**config.mk**
```make
export PLATFORM = sky130hd
export DESIGN_NAME = arbitro_fifo
export DESIGN_NICKNAME = d
export VERILOG_FILES = /design/src/rtl/arbitro_fifo.sv
export SDC_FILE = /design/constraint.sdc
export NUM_CORES = 1
export LEC_CHECK = 0
export ABC_AREA = 1
export ABC_CLOCK_PERIOD_IN_PS = 2200
export CAP_MARGIN = 20
export CORE_UTILIZATION = 60
export DETAILED_ROUTE_END_ITERATION = 16
export DONT_BUFFER_PORTS = 1
export HOLD_SLACK_MARGIN = 0.1
export PLACE_DENSITY = 0.74
export SYNTH_ARGS = -nofsm -noshare
export SYNTH_HDL_FRONTEND = slang
export SYNTH_SLANG_ARGS = --single-unit
```
**constraint.sdc**
```tcl
create_clock -name clk -period 2.2 [get_ports clk]
set_input_delay 0.33 -clock clk [delete_from_list [all_inputs] [get_ports clk]]
set_output_delay 0.33 -clock clk [all_outputs]
set_load 0.01 [all_outputs]
```
**src/rtl/arbitro_fifo.sv**
```systemverilog
// arbitro_fifo: round-robin pop scheduler merging NF upstream FIFOs into
// one downstream stream.
//   clk, reset            : single clock, synchronous active-high reset
//   init                  : hold in INIT and load the shared thresholds
//   umbral_af_in/ae_in    : thresholds to distribute to every FIFO
//   fifo_empty            : per-FIFO empty flag
//   almost_full           : per-FIFO almost-full flag (priority request)
//   valid_in, data_in     : per-FIFO returned word, FIFO i on [i*DW +: DW]
//   out_almost_full       : downstream backpressure, blocks new pops
//   pop                   : registered one-hot pop
//   umbral_almost_full/_empty : registered thresholds
//   out_push, out_data    : registered push/word to the downstream FIFO
//   state, idle           : 0 RESET, 1 INIT, 2 IDLE, 3 ACTIVE; idle = IDLE
//   error                 : sticky protocol error
module arbitro_fifo #(
   parameter int NF = 4,
   parameter int DW = 8
) (
   input  logic            clk,
   input  logic            reset,
   input  logic            init,
   input  logic [3:0]      umbral_af_in,
   input  logic [3:0]      umbral_ae_in,
   input  logic [NF-1:0]   fifo_empty,
   input  logic [NF-1:0]   almost_full,
   input  logic [NF-1:0]   valid_in,
   input  logic [NF*DW-1:0] data_in,
   input  logic            out_almost_full,
   output logic [NF-1:0]   pop,
   output logic [3:0]      umbral_almost_full,
   output logic [3:0]      umbral_almost_empty,
   output logic            out_push,
   output logic [DW-1:0]   out_data,
   output logic [1:0]      state,
   output logic            idle,
   output logic            error
);

   localparam int RW = (NF > 1) ? $clog2(NF) : 1;

   typedef enum logic [1:0] {ST_RESET, ST_INIT, ST_IDLE, ST_ACTIVE} st_t;

   st_t           st;
   logic [RW-1:0] rr;
   logic [NF-1:0] pop_q;   // pop driven this cycle
   logic [NF-1:0] pop_d1;  // pop of last cycle: its word is on data_in now
   logic [NF-1:0] elig, cls, gnt;
   logic [RW-1:0] gidx;
   logic          gvalid, do_grant;
   logic [DW-1:0] word;
   logic          got, miss, stray;
   int            sel;

   // A FIFO popped this cycle is excluded so its registered empty flag has
   // caught up before it can be popped again.
   always_comb begin
      elig   = ~fifo_empty & ~pop_q;
      cls    = (|(elig & almost_full)) ? (elig & almost_full) : elig;
      gnt    = '0;
      gidx   = '0;
      gvalid = 1'b0;
      sel    = 0;
      for (int k = 0; k < NF; k++) begin
         sel = int'(rr) + k;
         if (sel >= NF) sel = sel - NF;
         if (!gvalid && cls[sel]) begin
            gvalid    = 1'b1;
            gnt[sel]  = 1'b1;
            gidx      = RW'(sel);
         end
      end
   end

   assign do_grant = (st == ST_ACTIVE) && !init && !out_almost_full && gvalid;

   always_comb begin
      word = '0;
      for (int i = 0; i < NF; i++)
         if (pop_d1[i]) word = data_in[i*DW +: DW];
   end

   assign got   = |(valid_in & pop_d1);
   assign miss  = (|pop_d1) && !got;
   assign stray = |(valid_in & ~pop_d1);

   always_ff @(posedge clk) begin
      if (reset) begin
         st                  <= ST_RESET;
         rr                  <= '0;
         pop_q               <= '0;
         pop_d1              <= '0;
         umbral_almost_full  <= '0;
         umbral_almost_empty <= '0;
         out_push            <= 1'b0;
         out_data            <= '0;
         error               <= 1'b0;
      end else begin
         pop_d1   <= pop_q;
         pop_q    <= do_grant ? gnt : '0;
         if (do_grant)
            rr <= (gidx == RW'(NF-1)) ? '0 : gidx + 1'b1;
         // In-flight words are still forwarded regardless of state.
         out_push <= got;
         if (got) out_data <= word;
         if (miss || stray) error <= 1'b1;
         case (st)
            ST_RESET: st <= ST_INIT;
            ST_INIT: begin
               if (init) begin
                  umbral_almost_full  <= umbral_af_in;
                  umbral_almost_empty <= umbral_ae_in;
               end else begin
                  st <= ST_IDLE;
               end
            end
            ST_IDLE: begin
               if (init)              st <= ST_INIT;
               else if (|(~fifo_empty)) st <= ST_ACTIVE;
            end
            default: begin
               if (init) st <= ST_INIT;
               else if ((&fifo_empty) && (pop_q == '0) && (pop_d1 == '0))
                  st <= ST_IDLE;
            end
         endcase
      end
   end

   assign pop   = pop_q;
   assign state = st;
   assign idle  = (st == ST_IDLE);

endmodule
```
==> results_dict.tcl <==
set metrics [dict create \
    boundaryPins 81 \
    clkSlewWorstSetupHoldPaths_ns 0.10 \
    timing.reg2reg.worst_path_depth 17 \
    maxCapViolations 0 \
    timing.slew.headroom 0.4139 \
    worstPathArrival_ns 2.21 \
    cts-root-to-sink-buffers 2 \
    drive_gt1_frac 0.1926 \
    clock-root-buffer "clkbuf_4" \
    fin_nets 359 \
    grt_pass1_vias 1599 \
    slew_viol_final 0 \
    startpoint_type "register" \
    worst_ir_drop_vdd_mv 0.4571 \
    tritoncts "yes" \
    clkSinkCount 30 \
    endpoint_kind "register" \
    grt_pass1_wl_um 7314 \
    timing.critical_path.required_ns 2.42 \
    total_global_route_track_usage 0.2710 \
    mappedNetlistArea_mm2 0.001998 \
    post-dp-hpwl_um 3640 \
    maxClockFrequency_mhz 503.2 \
    dieWidth_um 59.71 \
    worst_pin_slew_ns 0.8762 \
    cts_inserted_buffers 5 \
    die-area_mm2 0.003565 \
    crit_path_frequent_cell "nand2_2" \
    row_count 20 \
    initial_core_util 0.6440 \
    powerDensity_mw_per_mm2 526.3 \
    worstPathCellList "nor2_4 > nand2_2 > nand2_2 > nor2_4 > nand2_2 > nand3_2 > nand2_2 > nand2_2 > nand2_8 > nand3_4 > nand3_1 > nand2_1 > inv_1 > nand2_1 > nand3_1 > nand2_1 > inv_1" \
    post_syn_area_per_cell_um2 6.987 \
    antenna_violations_before_repair 0 \
    area_delta_synth_final_pct 8.140 \
    drt-wirelength-per-cell_um 14.22 \
    yosys_register_bits 30 \
    cellLeakagePower_nw 0.8878 \
    synthesized_instance_count 286 \
    mappedNetlistNets 350 \
    ys.warnings.count 0 \
    grt_start_max_net_pins 25 \
    detail_route.drc_violations 0 \
    clock_insertion_delay_worst_skew_ns 0.33 \
    post-place-ws_ns 0.1982 \
    setup_viol 0 \
    vias_per_inst 5.694 \
    finalHoldViolCount 0 \
    post-route-period-util 0.9034 \
    critical_path_class "register to register" \
    route.final.wire_length_um 4836 \
    timing.clock.skew_ns 0.01723 \
    dieHeight_um 59.71 \
    clock_tree.htree_level_count 2 \
    critPathMaxStageDelay_ns 0.40 \
    hold-path-cell-count 2 \
    ant_nets 0 \
    synth_cell_types 35 \
    total_gr_overflow 0 \
    fill_cell_count 290 \
    io_buffer_count 0 \
    final.setup.tns_ns 0 \
    status "complete, no violations" \
    gp_congestion 0.9527 \
    yosysSeqAreaShare 0.3006 \
    unrepaired_setup_endpoints_after_global_routing "false" \
    critical-path-slowest-cell "dfxtp_1" \
    antenna_cells 0 \
    postLayoutSetupSlackWorst_ns 0.2126 \
    drt_iter0_markers 177 \
    worstPathMaxFanout 8 \
    core_area_mm2 0.003103 \
    routed-via-count 1936 \
    min_path_type "input port to register" \
    post-route-min-period_ns 1.987 \
    drt_first_pass_iters 4 \
]
## cell usage after synthesis
library cell / number / share of area
nand2_1: 53 / 0.10
inv_1: 32 / 0.060
dfxtp_1: 30 / 0.30
nand3_1: 29 / 0.073
a21oi_1: 24 / 0.060
nor2_1: 23 / 0.043
nand2_2: 18 / 0.056
o22ai_1: 10 / 0.031
a211oi_1: 9 / 0.034
ha_1: 8 / 0.050
a31oi_1: 7 / 0.022
clkbuf_1: 6 / 0.011
nand3_2: 5 / 0.025
nor2_2: 3 / 0.0094
nor3_1: 3 / 0.0075
o21ai_0: 3 / 0.0075
nand2_4: 2 / 0.011
nand4_1: 2 / 0.0063
nor2_4: 2 / 0.011
o21bai_1: 2 / 0.0075
a21oi_2: 1 / 0.0044
a221oi_2: 1 / 0.0075
a22o_1: 1 / 0.0044
buf_4: 1 / 0.0038
clkinv_1: 1 / 0.0019
clkinv_2: 1 / 0.0025
inv_2: 1 / 0.0019
nand2_8: 1 / 0.010
nand3_4: 1 / 0.0088
nand3b_1: 1 / 0.0038
nand4_4: 1 / 0.011
nor4_1: 1 / 0.0031
o21ai_1: 1 / 0.0025
o21ai_2: 1 / 0.0044
or4_1: 1 / 0.0038
## metal layers
metal  global-route usage  vias up  routed length [µm]
met2               0.3921       81                2098
met3              0.08009        2                 419
met1               0.3976      875                2298
li1                     -      978                   -
met4              0.05316        0                  19
met5                    0        -                   0
## placed cells by master (no fill, tap or decap), types with 2 or more instances in the layout
master    count
nand2_1      53
inv_1        32
nand3_1      29
dfxtp_1      27
a21oi_1      24
nor2_1       23
nand2_2      18
o22ai_1      10
a211oi_1      9
ha_1          8
buf_4         8
a31oi_1       7
nand3_2       5
clkbuf_4      5
nor3_1        3
o21ai_0       3
nor2_2        3
dfxtp_2       3
nand4_1       2
nor2_4        2
nand2_4       2
o21bai_1      2
clkinv_2      2
## final cells by class
| class | instances | area (µm²) | area share |
|---|---|---|---|
| multi-input combinational | 214 | 1235 | 0.5715 |
| sequential | 30 | 604.3 | 0.2797 |
| inverter | 35 | 132.6 | 0.06138 |
| timing repair buffer | 9 | 70.07 | 0.03243 |
| tap | 44 | 55.05 | 0.02548 |
| clock buffer | 6 | 51.30 | 0.02374 |
| clock inverter | 2 | 12.51 | 0.005790 |
## kinds of logic (layout without fill, tap and decap cells)
logic type | count (synthesis) | after routing | share of synthesized area
AND/OR/NAND/NOR | 146 | 146 | 0.3826
AO/OA/AOI/OAI | 60 | 60 | 0.1853
buffers and inverters | 42 | 52 | 0.08140
flip-flops | 30 | 30 | 0.3006
adder cells (fa/ha/maj) | 8 | 8 | 0.05010
## where the power goes
group | internal [mW] | total (mW) | switching [mW]
Combinational | 0.0712 | 0.209 | 0.138
Clock | 0.154 | 0.354 | 0.201
Sequential | 0.557 | 0.574 | 0.0170
## worst max-delay path: cells and delay by family, from the launching register on
family,cells,cell delay [ns]
flops,1,0.40
simple gates,15,1.38
buf+inv,2,0.09
## registers in the layout, summed over array words and instances (netlist names)
name	count
state	2
error	1
rr	2
umbral_almost_empty	4
umbral_almost_full	4
pop	4
out_push	1
pop_d1	4
out_data	8
## timing repair
| item | in CTS | in global routing |
|---|---|---|
| setup buffers | 0 | 0 |
| endpoints found under the hold margin | 24 | 0 |
| hold buffers | 1 | 0 |
| setup endpoints to repair | 0 | 2 |
| resized for setup | 0 | 3 |
## per-stage QoR
stage                     cells  total power [mW]  utilization  hold WS, ns  cell area, µm²
after CTS                   340             1.136       0.6952       0.1445            2157
final                       340             1.137       0.6964       0.1558            2161
after detailed placement    331            0.7844       0.6714       0.4040            2083
after floorplan             286            0.7542            -       0.4778            1998
after global placement      331            0.7806       0.6714       0.4016            2083
after global routing        340             1.192       0.6964       0.1285            2161
## path summary, 6_finish.rpt
kind	start	end	slack, ns
setup / recovery	pop[2]$_SDFF_PP0_	rr[1]$_SDFFE_PP0P_	0.21
hold / removal	umbral_af_in[1]	umbral_almost_full[1]$_SDFFE_PP0P_	0.16
setup reg to reg	pop[2]$_SDFF_PP0_	rr[1]$_SDFFE_PP0P_	0.21
hold reg to reg	out_data[6]$_SDFFE_PP0P_	out_data[6]$_SDFFE_PP0P_	0.51
(Power assumes the default switching activity.)
